$ cat src/rtl/calc_queue.sv
// Operand queue for the queue calculator: circular FIFO of 8-bit entries driven by ALU queue commands.
// Latency: a command is accepted and committed at one edge; sync, q_err and err_code follow one cycle later, and operands reads the new head combinationally.
// Backpressure: op_ready is high in RUN and low in HALT; HALT is left with err_clr (or flush when CALC_QUEUE_FLUSH_EN is defined).
module calc_queue #(
    parameter int DEPTH = 8
) (
    input  logic                       i_clk,
    input  logic                       i_rst,
    input  logic [1:0]                 i_queue_op,
    input  logic                       i_op_valid,
    output logic                       o_op_ready,
    input  logic [7:0]                 i_data_in,
    input  logic                       i_calc_err,
    input  logic                       i_err_clr,
`ifdef CALC_QUEUE_FLUSH_EN
    input  logic                       i_flush,
`endif
    output logic [15:0]                o_operands,
    output logic [$clog2(DEPTH+1)-1:0] o_count,
    output logic                       o_empty,
    output logic                       o_full,
    output logic                       o_sync,
    output logic                       o_q_err,
    output logic [1:0]                 o_err_code
);

    localparam int PW = $clog2(DEPTH);
    localparam int CW = $clog2(DEPTH + 1);

    localparam logic [1:0] Q_PUSH         = 2'b00;
    localparam logic [1:0] Q_SLEEP        = 2'b01;
    localparam logic [1:0] Q_GET_AND_PUSH = 2'b10;
    localparam logic [1:0] Q_POP          = 2'b11;

    localparam logic [1:0] E_NONE      = 2'b00;
    localparam logic [1:0] E_UNDERFLOW = 2'b01;
    localparam logic [1:0] E_OVERFLOW  = 2'b10;
    localparam logic [1:0] E_CALC      = 2'b11;

    typedef enum logic {
        S_RUN  = 1'b0,
        S_HALT = 1'b1
    } state_t;

    state_t          r_state;
    logic [7:0]      r_mem [DEPTH];
    logic [PW-1:0]   r_head;
    logic [PW-1:0]   r_tail;
    logic [CW-1:0]   r_count;
    logic            r_sync;
    logic [1:0]      r_err_code;

    logic            w_flush;
    logic            w_accept;
    logic            w_full;
    logic            w_err_calc;
    logic            w_err_ovf;
    logic            w_err_udf;
    logic            w_exec;
    logic            w_wr;
    logic [PW-1:0]   w_next_ptr;

`ifdef CALC_QUEUE_FLUSH_EN
    assign w_flush = i_flush;
`else
    assign w_flush = 1'b0;
`endif

    // Decode an accepted command into its error class or a legal execution.
    always_comb begin
        w_accept   = 1'b0;
        w_err_calc = 1'b0;
        w_err_ovf  = 1'b0;
        w_err_udf  = 1'b0;
        w_exec     = 1'b0;
        w_wr       = 1'b0;
        w_full     = (r_count == CW'(DEPTH));
        // A flush in the same cycle swallows the command entirely.
        w_accept   = i_op_valid && (r_state == S_RUN) && !w_flush;
        if (w_accept) begin
            if (i_calc_err) begin
                w_err_calc = 1'b1;
            end else if ((i_queue_op == Q_PUSH) && w_full) begin
                w_err_ovf = 1'b1;
            end else if (((i_queue_op == Q_POP) && (r_count == '0)) ||
                         ((i_queue_op == Q_GET_AND_PUSH) && (r_count < CW'(2)))) begin
                w_err_udf = 1'b1;
            end else begin
                w_exec = 1'b1;
            end
        end
        // GET_AND_PUSH is legal when full: the slot at tail equals head and is consumed.
        w_wr = w_exec && ((i_queue_op == Q_PUSH) || (i_queue_op == Q_GET_AND_PUSH));
    end

    // Storage write; contents survive reset and HALT and are only gated by legal pushes.
    always_ff @(posedge i_clk) begin
        if (w_wr) begin
            r_mem[r_tail] <= i_data_in;
        end
    end

    // RUN/HALT state machine with pointer, occupancy, sync and error-code registers.
    always_ff @(posedge i_clk or negedge i_rst) begin
        if (!i_rst) begin
            r_state    <= S_RUN;
            r_head     <= '0;
            r_tail     <= '0;
            r_count    <= '0;
            r_sync     <= 1'b0;
            r_err_code <= E_NONE;
        end else begin
            r_sync <= 1'b0;
            if (w_flush) begin
                r_state    <= S_RUN;
                r_head     <= '0;
                r_tail     <= '0;
                r_count    <= '0;
                r_err_code <= E_NONE;
            end else begin
                case (r_state)
                    S_RUN: begin
                        if (w_err_calc) begin
                            r_state    <= S_HALT;
                            r_err_code <= E_CALC;
                        end else if (w_err_ovf) begin
                            r_state    <= S_HALT;
                            r_err_code <= E_OVERFLOW;
                        end else if (w_err_udf) begin
                            r_state    <= S_HALT;
                            r_err_code <= E_UNDERFLOW;
                        end else if (w_exec) begin
                            r_sync <= 1'b1;
                            case (i_queue_op)
                                Q_PUSH: begin
                                    r_tail  <= r_tail + PW'(1);
                                    r_count <= r_count + CW'(1);
                                end
                                Q_POP: begin
                                    r_head  <= r_head + PW'(1);
                                    r_count <= r_count - CW'(1);
                                end
                                Q_GET_AND_PUSH: begin
                                    r_head  <= r_head + PW'(2);
                                    r_tail  <= r_tail + PW'(1);
                                    r_count <= r_count - CW'(1);
                                end
                                default: begin
                                    // Q_SLEEP: completes without touching the queue.
                                end
                            endcase
                        end
                    end
                    S_HALT: begin
                        if (i_err_clr) begin
                            r_state    <= S_RUN;
                            r_err_code <= E_NONE;
                        end
                    end
                    default: begin
                        r_state <= S_RUN;
                    end
                endcase
            end
        end
    end

    // Operand word: head entry in the low byte, next entry in the high byte, zero when absent.
    always_comb begin
        w_next_ptr = r_head + PW'(1);
        o_operands = 16'h0000;
        if (r_count >= CW'(1)) begin
            o_operands[7:0] = r_mem[r_head];
        end
        if (r_count >= CW'(2)) begin
            o_operands[15:8] = r_mem[w_next_ptr];
        end
    end

    assign o_op_ready = (r_state == S_RUN);
    assign o_q_err    = (r_state == S_HALT);
    assign o_err_code = r_err_code;
    assign o_sync     = r_sync;
    assign o_count    = r_count;
    assign o_empty    = (r_count == '0);
    assign o_full     = w_full;

endmodule

$ cat config.mk
export PLATFORM = sky130hd
export DESIGN_NAME = calc_queue
export DESIGN_NICKNAME = d
export VERILOG_FILES = /design/src/rtl/calc_queue.sv
export SDC_FILE = /design/constraint.sdc
export NUM_CORES = 1
export LEC_CHECK = 0
export ABC_AREA = 1
export CAP_MARGIN = 20
export CORE_UTILIZATION = 55
export DETAILED_ROUTE_END_ITERATION = 16
export DONT_BUFFER_PORTS = 1
export PLACE_DENSITY = 0.8
export SLEW_MARGIN = 20
export SYNTH_ARGS = -nofsm -noshare
export SYNTH_HDL_FRONTEND = slang
export SYNTH_SLANG_ARGS = --single-unit
$ cat constraint.sdc
create_clock -name i_clk -period 2 [get_ports i_clk]
set_input_delay 0.3 -clock i_clk [delete_from_list [all_inputs] [get_ports i_clk]]
set_output_delay 0.3 -clock i_clk [all_outputs]
set_load 0.01 [all_outputs]
== Word-level counts from Yosys, hierarchy flattened ==
Memory sizes are Yosys's and may differ from the RTL's.
Index checks and enable logic that the tools add are counted.
Cells by class
  $lt $le $gt $ge: 3
  eq/ne operators: 5
  bitwise operators: 4
  reduce and logical (&&, ||, !) cells: 17
  multiplexer cells: 34
  add/sub/neg operators: 5
Operators by type and width (count)
  1-bit two-way mux: 24
  6-bit AND reduction: 3
  8-bit two-way mux: 2
  2-bit two-way mux: 4
  4-bit one-hot mux with 2 select lines: 1
  3-bit by 1-bit adder with 3-bit output (second input constant): 2
  3-bit one-hot mux with 2 select lines: 1
  1-bit logical AND: 5
  4-bit by 1-bit adder with 4-bit output (second input constant): 1
  2-bit equality test (second input constant): 2
  4-bit equality test (second input constant): 1
  4-bit by 1-bit >= comparator with 1-bit output (second input constant): 1
  4-bit by 2-bit >= comparator with 1-bit output (second input constant): 1
  4-bit logical NOT: 1
  4-bit by 2-bit less-than comparator with 1-bit output (second input constant): 1
  4-bit by 1-bit != test with 1-bit output (second input constant): 1
  1-bit inverter: 4
  2-bit one-hot mux with 2 select lines: 1
  2-bit nonzero test: 2
  2-bit OR reduction: 2
  4-bit by 1-bit subtractor with 4-bit output (second input constant): 1
  3-bit by 2-bit adder with 3-bit output (second input constant): 1
  2-bit logical NOT: 1
  1-bit logical OR: 2
  other kinds (3): 3
Storage, ports and cells
  flip-flop bits (word level): 14
  bits in writable memories: 64
  memories: 1
  output and inout port bits: 27
Memory list
  r_mem: depth 8, bits a word 8, rd ports 2, clocked after Yosys merged registers in 0, write ports 1, line 46  | logic [7:0] r_mem [DEPTH];

== Depth between registers and ports, before layout ==
Gate-level depths: netlist of the first run.
  depth after elaboration: 12
  depth in mapped cells: 11
  depth with buffers taken out: 11

== Worst setup path after synthesis of the first run ==
OpenSTA, ideal clock, no wires.
  path kind: register -> register
  from: reg r_count[0] (netlist: o_count[0])
  to: mem r_mem[0][0], enable pin
  slack: -235 ps
  path buffers: 0
  data arrival time: 1864 ps
  cell stages (with the launch flop): 12
  period minus slack after synthesis: 2235 ps
  path through: dfrtp_1 > inv_1 > ha_1 > nand2_1 > nor2_2 > nand2_1 > nand2_2 > nor2_8 > nand2_4 > inv_4 > nand2_2 > nor2_1
On the way
  elaborated cells on any way between the ends: 14
RTL lines
  start: declaration: line 49  | logic [CW-1:0] r_count;
  start signal: assignment: line 137  | r_count <= r_count + CW'(1);
  start signal: assignment: line 141  | r_count <= r_count - CW'(1);
  start signal: assignment: line 146  | r_count <= r_count - CW'(1);
  4-bit equality test: line 77  | w_full = (r_count == CW'(DEPTH));
  named net o_full: line 21  | output logic o_full,
  1-bit logical AND: line 83  | end else if ((i_queue_op == Q_PUSH) && w_full) begin
  1-bit two-way mux: line 83
  1-bit two-way mux: line 81  | if (i_calc_err) begin
  1-bit two-way mux: line 80  | if (w_accept) begin
  1-bit logical AND: line 93  | w_wr = w_exec && ((i_queue_op == Q_PUSH) || (i_queue_op == Q_GET_AND_PUSH));
  1-bit two-way mux: line 98  | if (w_wr) begin
  1-bit two-way mux (not written as such): line 99  | r_mem[r_tail] <= i_data_in;
  end: declaration: line 46
The timed path passes the listed nets, and every way through them passes these cells.

== Worst setup path after layout of the first run ==
  from: reg r_head[0]
  to: out o_operands[10]
On the way
  cells in the longest elaborated chain, start to end: 3
RTL lines
  start: declaration: line 47  | logic [PW-1:0] r_head;
  start signal: assignment: line 140  | r_head <= r_head + PW'(1);
  start signal: assignment: line 144  | r_head <= r_head + PW'(2);
  3-bit by 1-bit adder with 3-bit output: line 170  | w_next_ptr = r_head + PW'(1);
  memory read 8 x 8 bit
  8-bit two-way mux: line 175  | if (r_count >= CW'(2)) begin
  end: declaration: line 18  | output logic [15:0] o_operands,
No other way between the ends.

==> results of run 1 <==
==> cell type report <==
class | instances | area (um2)
inverters | 30 | 141
repair buffers | 65 | 828
fillers | 456 | 1790
flip-flops and latches | 78 | 2280
multi-input cells | 337 | 1890
well taps | 99 | 124
clock inverters | 6 | 61.3
clock buffers | 10 | 138
==> report_power, final <==
part	switching, mW	internal, mW
Sequential	0.174	1.92
Combinational	3.56	2.69
Clock	0.572	0.606
==> cells in the final DEF, fill, tap and decap left out, types with 3 or more instances in the layout <==
cell type  instances
nand3_2            6
nand2_2           13
inv_2              5
a31oi_4            3
inv_1             20
nand3_1           21
nor2_4            11
clkinv_2           3
o21ai_2            6
buf_6             14
clkbuf_16          5
buf_12            12
buf_4             30
nand4_1            3
dfrtp_2            4
edfxtp_1          64
o21ai_0           33
nand2_1           84
dfrtp_1           10
a21oi_1           25
nor2_1            56
o21ai_1           32
xnor2_1            4
ha_1               5
clkbuf_8          10
nor2_2            13
nand2_4            5
==> metal layers <==
| metal | GRT usage (%) | part of all wire (%) | wire length (um) | vias up |
|---|---|---|---|---|
| li1 | - | - | - | 1698 |
| met1 | 37.3 | 36 | 4520 | 1805 |
| met2 | 49.9 | 49 | 6220 | 266 |
| met3 | 4.66 | 8.9 | 1120 | 60 |
| met4 | 15.5 | 5.9 | 746 | 0 |
| met5 | 0 | 0 | 0 | - |
==> cell families (layout without fill, tap and decap cells) <==
| logic type | Yosys count | in the layout | synth area share, % |
|---|---|---|---|
| simple gates | 217 | 217 | 22.2 |
| compound gates | 107 | 107 | 13.3 |
| flops | 78 | 78 | 55.1 |
| buf+inv | 55 | 111 | 6.01 |
| fa+ha+maj | 7 | 7 | 2.12 |
| xor+xnor | 6 | 6 | 1.27 |
==> registers in the layout (all words and copies together), names as in the netlist <==
signal and flops:
r_head 3, r_mem 64, r_tail 3, o_err_code 2, o_q_err 1, o_sync 1, o_count 4
==> worst reg2reg max path, delay by kind of cell, from the launching register on <==
| kind | cells | cell delay, ns |
|---|---|---|
| AND/OR/NAND/NOR | 8 | 0.73 |
| flip-flops | 1 | 0.37 |
| buffers and inverters | 3 | 0.29 |
| adder cells (fa/ha/maj) | 1 | 0.21 |
==> timing repair <==
item                       CTS  global route
buffers inserted             6            10
hold endpoints to repair    14             0
setup endpoints to repair   16            48
pin swaps                   14            26
gates cloned                 1             6
hold buffers                 1             0
gates resized for setup     45            92
==> worst paths after layout <==
path,from,to,slack [ns],cells past startpoint
setup / recovery,r_head[0]$_DFFE_PN0P_,o_operands[10],-0.25,6
hold / removal,i_data_in[6],r_mem[7][6]$_DFFE_PP_,0.04,0
setup reg to reg,o_count[0]$_DFFE_PN0P_,r_mem[3][3]$_DFFE_PP_,0.12,12
hold reg to reg,o_err_code[1]$_DFFE_PN0P_,o_err_code[1]$_DFFE_PN0P_,0.59,2
max in group asynchronous,i_rst,r_head[0]$_DFFE_PN0P_,1.11,1
min in group asynchronous,i_rst,r_tail[2]$_DFFE_PN0P_,0.42,1
==> per-stage QoR <==
stage | setup WS (ns) | area, um2 | hold slack [ns] | util, %
after floorplan | 0.0423 | 4200 | 0.00441 | -
final | -0.247 | 5460 | 0.0420 | 75.3
after detailed placement | -0.0589 | 4540 | 0.00485 | 62.5
after CTS | -0.124 | 4980 | 0.0287 | 68.7
after global placement | -0.000150 | 4540 | 0.00476 | 62.5
after global routing | -0.276 | 5460 | 0.0240 | 75.3
==> results.md, run 1 <==
- Share of cells above drive strength 1: 30.0%
- Slack of the critical path: -0.247 ns
- Antenna diodes: 0
- CTS tree: done
- Area Overhead vs Synth: 32.5%
- WP buf/inv: 2
- CORE AREA: 7250 um2
- Largest area contributor in the netlist: edfxtp_1
- Yosys warnings: 0
- Total track usage: 29.7%
- Initial core utilization: 56.8%
- First-pass GRT wire length: 16.8 mm
- Largest net degree at the start of global routing: 39
- Total wire length: 12.6 mm
- VDD IR max: 1030 uV
- Syn Area/Cell: 8.77 um2
- Antenna-violating nets left: 0
- Pwr Total: 9.52 mW
- WL/cell: 20.2 um
- Clock Root Buffer: clkbuf_8
- Io pins: 42
- Max Slew Vio Count: 0
- Relative slew slack: 55.8%
- Hpwl dp: 6.93 mm
- Placed cell count: 585
- Clock Latency Late Sink: 0.34 ns
- Vias per cell: 6.13
- Status: finished with violations
- CP peak stage delay: 0.45 ns
- Port bufs: 0
- Crit end category: output pin
- Worst path cell trace: ha_4 > buf_6 > a21oi_1 > o21ai_2 > a31oi_4 > buf_6
- Row cnt: 31
- LEAKAGE: 2.20 nW
- Placer Congestion: 0.872
- Setup repair after global routing missed its margin: true
- Ys flop type: edfxtp_1
- Clock Sinks: 78
- Crit start category: flop
- Netlist Area Pre-Place: 4120 um2
- Final Non-Filler Cells: 625
- Yosys cell types: 30
- Clk slew on worst S/H paths: 0.08 ns
- Worst Hold Class: input pin to flop
- Area of the die: 7850 um2
- Hold Violations, Final: 0
- Post-synth EDFFs: 64
- Final nets: 543
- H-tree depth: 3
- Clock buffer depth: 2
- DR vias: 3829
- Minimum clock period: 2.25 ns
- Iter 0 DRT Violations: 372
- Die Y: 88.6 um
- CP most frequent cell: buf_6
- Max Clk Rate: 0.445 GHz
- PwrDens: 1740 nW/um2
- Crit path DAT: 1.95 ns
- Initial antenna violation count: 0
- Family with the most delay on the worst path: compound AO/OA/AOI/OAI gates
- Slowest CP cell: dfrtp_2
- Worst-margin pin slew: 0.661 ns
- Inserted Clock Buffers: 9
- FFs w/ async S/R, synth: 17.9%
- Failing checks: setup timing
- Drc violations: 0
- Total grt overflow: 0
- Share of the synthesized area in the top cell type: 46.6%
- Final clock skew: 0.0113 ns
- # setup viols final: 13
- Die Width: 88.6 um
- Worst Path Max Fanout: 11
- Fin Setup TNS: -1.44 ns
- Worst EP required: 1.70 ns
- Gate Count Post-Synth: 470
- Final worst path period share: 112%
- Max-cap check violation count: 0
- Number of detailed-route iterations in the first pass: 5
- FF+latch count, synth: 78
- Top post-synthesis cells by count: 96 x nand2_1, 77 x nor2_1, 66 x o21ai_0, 64 x edfxtp_1
- Top cells by area, synth: edfxtp_1 47%, nand2_1 8.7%, dfrtp_1 8.5%, o21ai_0 8.0%, nor2_1 7.0%
- Most frequent cell after synthesis: nand2_1
- Post-synthesis sequential area ratio: 55.1%
- Post-synth net total: 492
- CP Class: flop to output pin
- Vias in the first global route: 3348
No activity file was read; power rests on OpenSTA's default activity.
==> run 2: changes to the inputs <==
--- a/config.mk
+++ b/config.mk
@@ -6,8 +6,9 @@
 export NUM_CORES = 1
 export LEC_CHECK = 0
 export ABC_AREA = 1
-export CAP_MARGIN = 20
+export CAP_MARGIN = 30
 export CORE_UTILIZATION = 55
+export CTS_CLUSTER_DIAMETER = 100
 export DETAILED_ROUTE_END_ITERATION = 16
 export DONT_BUFFER_PORTS = 1
 export PLACE_DENSITY = 0.8
==> results of run 2 <==
No change in the layout: final DEF, timing and power equal those of run 1.
==> run 3: changes to the inputs <==
--- a/config.mk
+++ b/config.mk
@@ -12,7 +12,6 @@
 export DETAILED_ROUTE_END_ITERATION = 16
 export DONT_BUFFER_PORTS = 1
 export PLACE_DENSITY = 0.8
-export SLEW_MARGIN = 20
 export SYNTH_ARGS = -nofsm -noshare
 export SYNTH_HDL_FRONTEND = slang
 export SYNTH_SLANG_ARGS = --single-unit
==> results of run 3 <==
No change in the layout: final DEF, timing and power equal those of run 1.
==> edit 1: new RTL, settings of run 2 <==
Build with the macro `CALC_QUEUE_FLUSH_EN` defined.
--- a/src/rtl/calc_queue.sv
+++ b/src/rtl/calc_queue.sv
@@ -2,4 +2,6 @@
 // Latency: a command is accepted and committed at one edge; sync, q_err and err_code follow one cycle later, and operands reads the new head combinationally.
 // Backpressure: op_ready is high in RUN and low in HALT; HALT is left with err_clr (or flush when CALC_QUEUE_FLUSH_EN is defined).
+`define CALC_QUEUE_FLUSH_EN
+
 module calc_queue #(
     parameter int DEPTH = 8
Interface: changed (added i_flush); port bits go from 42 to 43. The function was not compared with the original's and may differ.
==> edit 1 against run 2 <==
  * The run still ends with setup timing left
  * Worst setup slack gained 0.053 ns
  * Design area decreased by 5.3%
  * Clock skew down 0.0015 ns
  * Sequential share of layout area is 2.3 points higher
  * Register-to-register slack worse by 0.05 ns
  * Area after synthesis up 1.9%
  * Sequential cell count unchanged
  * Hold slack lost 0.012 ns
  * Wire length decreased by 15%
  * Critical endpoint is now o_operands[13]
Power is not compared: it rests on default switching activity, and its combinational part moved more than twofold at a synthesized area within 25%.
==> edit 1: results (changes against run 2) <==
pre_cts_ws_ns: 0.121  # +0.180 ns
setup_ws_ns: -0.193  # +0.0535 ns
synth_fp_nets: 500  # +1.6%
vias: 3634  # -5.1%
grt_max_degree: 62  # +59%
dpl.cell_count: 601  # +2.7%
seq_area_frac_synth_pct: 54.1  # -1.0 points
worst-r2r-cell-count: 10  # -2
setup_viol: 16  # +3
dp_hpwl_um: 7230  # +4.2%
fin_tns_setup_ns: -1.96  # -0.522 ns
dr.pass1.iters: 6  # +1
violations: "setup timing"
critPathTopFamily: "flip-flops"
synth_commonest_cells: "99 x nand2_1, 64 x edfxtp_1, 57 x a21oi_1"
status: "complete, but fails checks"
grt_pass1_vias: 3357  # +0.27%
gp_congestion: 0.870  # -0.25%
grt_pass1_wl_um: 16400  # -1.9%
max_stage_delay_ns: 0.47  # +0.02 ns
num-fill-cells: 533  # +17%
gr-usage-all-layers_pct: 28.5  # -1.2 points
synthTopCellsByArea: "edfxtp_1 46%, nand2_1 8.8%, dfrtp_1 8.3%"
netlist-cell-type-count: 34  # +13%
drive_gt1_share_pct: 26.1  # -3.9 points
==> edit 1: cell count changes in the layout (fill, tap and decap cells not counted), sizes merged, moves of 3 or more <==
cell    before  now
a21boi       0    6
a21oi       27   57
a31oi        7    1
buf         59   56
clkbuf      15    9
inv         29   46
nor2        81   38
nor3         0   15
o211ai       2    9
o21ai       71   47
or2          1    8
xnor2        4    1
==> edit 1: layout make-up <==
class	instances	area [um^2]	share of cell area [%]
multi-input cells	327	1780	34.5
inverters	47	185	3.58
well taps	99	124	2.39
flip-flops and latches	78	2270	44.0
clock inverters	7	130	2.52
clock buffers	9	124	2.39
repair buffers	57	552	10.7
==> edit 1: kinds of logic after synthesis <==
| kind of cell | count (synthesis) | share of synthesized area (%) |
|---|---|---|
| and+or+nand+nor | 195 | 20.1 |
| xor gates and xnor gates | 3 | 0.805 |
| adders and majority gates | 7 | 2.09 |
| buffers and inverters | 72 | 7.30 |
| DFF | 78 | 54.1 |
| AOI/OAI and AO/OA | 122 | 15.6 |
==> edit 1: metal layers <==
metal	up-vias	track usage (%)	part of all wire (%)
li1	1712	-	-
met1	1682	37.3	40
met2	205	46.1	48
met3	35	4.52	9.0
met4	0	14.9	3.4
met5	-	0	0
==> edit 1: stage by stage <==
stage / power [W] / cell area (um^2) / utilization (%) / hold slack [ns]
after floorplan: 0.00285 / 4200 / - / 0.00441
after global placement: 0.00342 / 4610 / 62.9 / 0.00470
after detailed placement: 0.00345 / 4610 / 62.9 / 0.00471
after CTS: 0.00504 / 4970 / 67.8 / 0.0267
after global routing: 0.00548 / 5170 / 70.6 / 0.0159
final: 0.00522 / 5170 / 70.6 / 0.0305
==> edit 1: path summary, 6_finish.rpt <==
path,from,endpoint
worst max-delay path,r_head[0],o_operands[13]
worst min-delay path,i_data_in[7],r_mem[1][7]
worst max register to register,o_count[0],r_mem[7][1]
worst min register to register,o_err_code[1],o_err_code[1]
max in group asynchronous,i_rst,r_head[2]
min in group asynchronous,i_rst,o_err_code[0]
==> edit 1: repair_timing <==
item                                    4_1_cts  5_1_grt
pin swaps                                    11       24
endpoints found under the setup margin       15       80
setup buffers                                 2        5
hold buffers                                  1        0
gates resized for setup                      34       66
hold endpoints to repair                     14        0
==> edit 1: report_power, final <==
part,internal [W],switching (W),total (W)
combinational,0.000826,0.00107,0.00189
clock,0.000850,0.000629,0.00148
sequential,0.00180,0.0000476,0.00185
total,0.00347,0.00175,0.00522
==> edit 2: new RTL, flow settings as in run 2 <==
Without the edit above. Register the output `o_sync` once more, without a reset; this adds one clock of latency there. The other outputs are not delayed to match.
--- a/src/rtl/calc_queue.sv
+++ b/src/rtl/calc_queue.sv
@@ -181,5 +181,7 @@
     assign o_q_err    = (r_state == S_HALT);
     assign o_err_code = r_err_code;
-    assign o_sync     = r_sync;
+    always_ff @(posedge i_clk) begin
+        o_sync <= r_sync;
+    end
     assign o_count    = r_count;
     assign o_empty    = (r_count == '0);
Formal check against the unedited RTL: not equivalent (Yosys sat finds a counterexample within 4 cycles, from zero or initial values and one cycle with i_rst low).
==> edit 2 against run 2 <==
  * The run still ends with setup timing left
  * Wire length rose by 3.3%
  * Die area rose by 0.47%
  * Final cell count fell by 0.16%
  * Total power fell by 2.1%
  * Count of clock-buffer cells in the layout did not move
  * Worst setup slack improved by 0.045 ns
  * Design area fell by 0.55%
  * Area after synthesis rose by 0.49%
  * Sequential cell count rose by 1
  * First-iteration DRC count rose by 8.9%
  * Fmax rose by 2.1%
  * Highest routed layer unchanged
==> edit 2: results (changes against run 2) <==
vias: 3924  # +2.5%
startpoint: "r_head[1]"
arrival_ns: 1.90  # -0.05 ns
worst-r2r-cell-count: 11  # -1
nNetsFinal: 542  # -0.18%
drt-initial-drc-count: 405  # +8.9%
synth_fp_nets: 493  # +0.20%
dpl_cell_area_mm2: 0.00446  # -1.7%
grt_max_degree: 36  # -7.7%
route.final.wire_length_um: 13000  # +3.3%
layout.cells.non_filler: 624  # -0.16%
finalClockSkew_ns: 0.00832  # -0.00295 ns
r2r_slack_ns: 0.06  # -0.06 ns
slowest_stage: "dfrtp_1"
violations: "setup timing"
critPathTopFamily: "flip-flops"
gp_congestion: 0.904  # +3.6%
gr-usage-all-layers_pct: 31.2  # +1.5 points
synth_commonest_cells: "96 x nand2_1, 77 x nor2_1, 66 x o21ai_0"
grt_pass1_vias: 3436  # +2.6%
drive_gt1_share_pct: 28.0  # -2.0 points
r2r_end: "r_mem[5][7]"
min_to: "r_mem[4][1]"
fin_tns_setup_ns: -1.89  # -0.446 ns
setup_viol: 16  # +3
dp_hpwl_um: 7120  # +2.6%
pre_cts_ws_ns: 0.0707  # +0.130 ns
peakVddDrop_uv: 914  # -11%
setup_ws_ns: -0.201  # +0.0455 ns
async_flop_share_pct: 17.7  # -0.23 points
dpl.cell_count: 575  # -1.7%
seq_area_frac_synth_pct: 55.3  # +0.22 points
p_leak_nw: 2.15  # -2.0%
crit_fanout: 5  # -6
synthTopCellsByArea: "edfxtp_1 46%, nand2_1 8.7%, dfrtp_1 8.5%"
max_slew_margin_pct: 53.7  # -2.1 points
holdCritStartpoint: "i_data_in[1]"
regMostFlops: "r_mem"
grt_pass1_wl_um: 17500  # +4.2%
postSynthCellCount: 471  # +0.21%
netlist-cell-type-count: 31  # +3.3%
status: "complete, but fails checks"
dr.pass1.iters: 6  # +1
==> edit 2: how the worst max path moves through the flow <==
stage	end	slack, ns	cells past startpoint
2_1_floorplan	r_mem[0][0]	0.04	11
3_3_place_gp	r_mem[0][1]	0.12	11
3_5_place_dp	r_mem[0][1]	0.07	11
4_1_cts	o_operands[13]	-0.14	8
5_1_grt	o_operands[9]	-0.22	9
6_report	o_operands[12]	-0.20	9
==> edit 2: what timing repair did <==
item,4_1_cts,5_1_grt
setup buffers,11,16
hold buffers,1,0
endpoints found under the hold margin,14,0
pin swaps,18,35
gates resized for setup,70,50
gates cloned,4,1
setup endpoints to repair,16,80
==> edit 2: logic make-up (layout without fill, tap and decap cells) <==
group | after synthesis | after routing | share of synthesized area (%)
xor gates and xnor gates | 6 | 6 | 1.27
and+or+nand+nor | 217 | 217 | 22.0
adders and majority gates | 7 | 7 | 2.11
DFF | 79 | 79 | 55.3
buffers and inverters | 55 | 109 | 5.98
AOI/OAI and AO/OA | 107 | 107 | 13.3
==> edit 2: final cells by class <==
cell class,count,area (um^2)
flip-flops and latches,79,2300
fillers,453,1820
multi-input cells,337,1880
inverters,30,139
clock inverters,6,85.1
clock buffers,10,128
well taps,99,124
repair buffers,63,782
==> edit 2: per-stage QoR <==
stage / power (W) / hold WS [ns]
after floorplan: 0.00480 / 0.00441
after global routing: 0.00973 / 0.0155
after CTS: 0.00840 / 0.0239
after global placement: 0.00603 / 0.00468
after detailed placement: 0.00615 / 0.00466
final: 0.00932 / 0.0342
==> edit 2: layer usage <==
layer | vias to the layer above | wire, um | global-route usage (%)
met5 | - | 0 | 0
met4 | 0 | 713 | 16.4
met3 | 68 | 1280 | 5.69
met2 | 307 | 6480 | 52.2
met1 | 1857 | 4550 | 38.6
li1 | 1692 | - | -
==> edit 2: power breakdown <==
part,switching [W],leakage (nW),internal (W)
combinational,0.00345,1.29,0.00246
sequential,0.000181,0.758,0.00194
clock,0.000588,0.104,0.000699
total,0.00422,2.15,0.00510
